$ cat config.mk
export PLATFORM = sky130hd
export DESIGN_NAME = regfile
export DESIGN_NICKNAME = d
export VERILOG_FILES = /design/src/rtl/regfile.sv
export SDC_FILE = /design/constraint.sdc
export NUM_CORES = 2
export LEC_CHECK = 0
export CAP_MARGIN = 40
export CORE_MARGIN = 2
export CORE_UTILIZATION = 45
export DETAILED_ROUTE_END_ITERATION = 16
export PLACE_DENSITY = 0.59
export SYNTH_ARGS = -nofsm -noshare
export SYNTH_HDL_FRONTEND = slang
export SYNTH_SLANG_ARGS = --single-unit
$ cat constraint.sdc
create_clock -name clk -period 6.7 [get_ports clk]
set_clock_uncertainty 0.05 [all_clocks]
set_input_delay 1.34 -clock clk [delete_from_list [all_inputs] [get_ports clk]]
set_output_delay 1.34 -clock clk [all_outputs]
set_load 0.01 [all_outputs]
$ cat src/rtl/regfile.sv
// 32 x DATA_WIDTH register file: two combinational read ports, one
// synchronous write port, r0 hardwired to zero, synchronous active-high
// reset that clears every register and wins over a same-cycle write.
module regfile #(
    parameter int DATA_WIDTH = 32
) (
    input  logic                  clk,
    input  logic                  reset,
    input  logic                  regwrite,
    input  logic [4:0]            ra1,
    input  logic [4:0]            ra2,
    input  logic [4:0]            wa,
    input  logic [DATA_WIDTH-1:0] wd,
    output logic [DATA_WIDTH-1:0] rd1,
    output logic [DATA_WIDTH-1:0] rd2
);

    // r0 has no storage; entries 1..31 only.
    logic [DATA_WIDTH-1:0] regs_q [1:31];
    logic [DATA_WIDTH-1:0] regs_d [1:31];

    // Next-state: hold everything, then overlay the single write (never r0).
    always_comb begin
        for (int i = 1; i < 32; i++) begin
            regs_d[i] = regs_q[i];
        end
        if (regwrite && (wa != 5'd0)) begin
            regs_d[wa] = wd;
        end
    end

    // State update: reset clears all registers and takes priority over writes.
    always_ff @(posedge clk) begin
        if (reset) begin
            for (int i = 1; i < 32; i++) begin
                regs_q[i] <= '0;
            end
        end else begin
            for (int i = 1; i < 32; i++) begin
                regs_q[i] <= regs_d[i];
            end
        end
    end

    // Read ports: no bypass from wd, so a same-cycle write shows the old value.
    always_comb begin
        rd1 = '0;
        rd2 = '0;
        if (ra1 != 5'd0) begin
            rd1 = regs_q[ra1];
        end
        if (ra2 != 5'd0) begin
            rd2 = regs_q[ra2];
        end
    end

endmodule

==> impl_metrics.env <==
export IMPL_yosys_warnings=0
export IMPL_holdBufCountCts=0
export IMPL_cts_root_buf="clkbuf_16"
export IMPL_fp_dieW_um=339
export IMPL_grt_max_degree=201
export IMPL_core_area_um2=112000
export IMPL_cts_buffers_inserted=111
export IMPL_maxCapViolCount=0
export IMPL_io_buffer_count=113
export IMPL_start_kind="primary input"
export IMPL_synth_top_area_cell="dfxtp_1"
export IMPL_syn_inst=6359
export IMPL_power_internal_mw=10.1
export IMPL_reg2reg_slack_ns=5.91
export IMPL_power_frac_clock_pct=46.3
export IMPL_dp_cells=7518
export IMPL_cp_arrival_ns=4.60
export IMPL_reg_top3="regs_q x992"
export IMPL_critPathMaxFanout=19
export IMPL_routed_wl_um=224000
export IMPL_grt_pass1_wl_um=321000
export IMPL_dpl_hpwl_um=134000
export IMPL_initial_core_util_pct=45.2
export IMPL_via_per_inst=6.40
export IMPL_power_combinational_fraction_pct=10.3
export IMPL_fin_crit_sh_pct=89.4
export IMPL_overflow=0
export IMPL_ys_ff_latch=992
export IMPL_largest_register="regs_q"
export IMPL_fp_dieH_um=339
export IMPL_cts_htree_levels=3
export IMPL_drt_iter0_drc=7562
export IMPL_clock_sinks=992
export IMPL_nets=6181
export IMPL_peakVddDrop_v=0.000209
export IMPL_worstSetupPathType="primary input to output port"
export IMPL_switchingPower_mw=3.70
export IMPL_place_congestion=0.928
export IMPL_largest_reg_flops=992
export IMPL_whs_ns=0.413
export IMPL_antenna_found_initial=11
export IMPL_tightest_slew_ns=1.01
export IMPL_num_vias=49500
export IMPL_netlist_area_leader_share_pct=39.2
export IMPL_ios=114
export IMPL_worstSkewPairLatency_ns=0.72
export IMPL_synth_area_top_cells="dfxtp_1, nand2_1, mux2i_1"
export IMPL_synthFlopType="dfxtp_1"
export IMPL_cts_tree="yes"
export IMPL_hold_viol=0
export IMPL_p_per_area_nw_per_um2=242
export IMPL_area_delta_synth_final_pct=12.4
export IMPL_async_flop_share_pct=0
export IMPL_yosys_cell_types_count=35
export IMPL_fin_tns_setup_ns=0
export IMPL_avgSynthCellArea_um2=7.96
export IMPL_min_path_type="register to register"
export IMPL_worstPathRequired_ns=5.31
export IMPL_p_leak_nw=19.7
export IMPL_synth_nets=6409
export IMPL_max_slew_margin_rel_pct=33.0
export IMPL_post_cts_buffers=0
export IMPL_status="complete, no violations"
export IMPL_rsz0062_at_grt="no"
export IMPL_cts_resized=0
export IMPL_grt_pass1_vias=45400
export IMPL_drc=0
export IMPL_ys_seq_area_share_pct=39.2
export IMPL_clk_pin_slew_ns=0.06
export IMPL_synth_edf_count=0
export IMPL_layout_min_cycle_time_ns=5.99
export IMPL_setup_violations=0
export IMPL_p_seq_share_pct=43.4
export IMPL_clockBufferDepth=3
export IMPL_final_max_slew_viol_count=0
export IMPL_placement_cell_area_um2=53200
export IMPL_swShare_pct=26.9
export IMPL_end_kind="output port"
export IMPL_syn_cell_area_um2=50600
export IMPL_antenna_left=0
export IMPL_fin_area_um2=56900
export IMPL_max_freq_ghz=0.167
export IMPL_grt_usage_pct=37.4
export IMPL_fillers=10700
export IMPL_instances_no_fill=7730
export IMPL_dr_pass1_iters=8
export IMPL_fp_row_count=123
export IMPL_wl_per_cell_um=28.9
export IMPL_drive_gt1_share_pct=9.63
export IMPL_dieArea_um2=115000
[synthesized netlist by cell type, types with 40 or more instances]
cell type and n:
nand2_1 2047, a21oi_1 1086, dfxtp_1 992, mux2i_1 701, clkbuf_1 400, a22oi_1 379, buf_2 188, nand3_1 163
mux4_2 129, nor2_1 84, nand4_1 65, buf_4 40
[power by group through the flow]
stage	combinational, mW	sequential (mW)	clock (mW)
3_3_place_gp	1.35	6.10	0
2_1_floorplan	0.791	6.09	0
5_1_grt	1.44	5.98	6.63
4_1_cts	1.37	5.97	6.38
6_report	1.41	5.98	6.37
3_5_place_dp	1.36	6.10	0
[critical path, stage by stage]
cell and delay, ns:
clkdlybuf4s50_1 0.68, inv_1 0.21, nor2_4 0.77, buf_4 0.41
nand3_1 0.21, nand4_1 0.29, clkdlybuf4s50_1 0.63
[metal layers]
layer | global-route usage, % | vias to the layer above | wire [um]
li1 | - | 21500 | -
met5 | 0 | - | 51
met1 | 49.4 | 23800 | 86600
met3 | 8.71 | 774 | 26300
met2 | 55.9 | 3308 | 96200
met4 | 21.4 | 8 | 14300
[metrics by stage]
step | total power [mW] | worst slack (ns) | util [%]
floorplan | 6.89 | 2.56 | -
global placement | 7.45 | 0.951 | 47.2
detailed placement | 7.47 | 0.830 | 47.4
CTS | 13.7 | 0.813 | 50.8
global route | 14.1 | 0.701 | 50.8
finish | 13.8 | 0.709 | 50.8
[cell usage in the layout, fill, tap and decap left out, drive strengths merged, types with 7 or more instances in the layout]
master	count
nand2	2047
a21oi	1086
nand3	163
and2	10
a22oi	379
clkdlybuf4s50	104
clkbuf	164
buf	189
clkinv	26
inv	7
diode	7
dfxtp	992
nor2	100
bufinv	8
mux2i	701
nand4	65
mux4	129
nor2b	13
[worst paths after layout]
check	endpoint	startpoint	cells after the start
worst min-delay path	regs_q[6][18]	regs_q[6][18]	2
worst min register to register	regs_q[6][18]	regs_q[6][18]	2
worst max register to register	regs_q[22][12]	regs_q[22][12]	2
worst max-delay path	rd2[17]	ra2[4]	7
[cell type report]
cell class	count	area, um2	area share [%]
Antenna cell	7	17.5	0.0308
Clock buffer	163	3250	5.72
Clock inverter	42	495	0.870
Inverter	3	11.3	0.0198
Multi-Input combinational cell	4729	28400	49.9
Sequential cell	992	19900	34.9
Tap cell	1500	1880	3.30
Timing Repair Buffer	294	3020	5.30
[cell families after synthesis]
kind of cell	count (synthesis)	synth area share, %
compound gates	1468	16.4
buf+inv	638	5.53
simple gates	2428	19.2
mux	833	19.7
flops	992	39.2
Note: power is estimated with default switching activity, not from simulation.
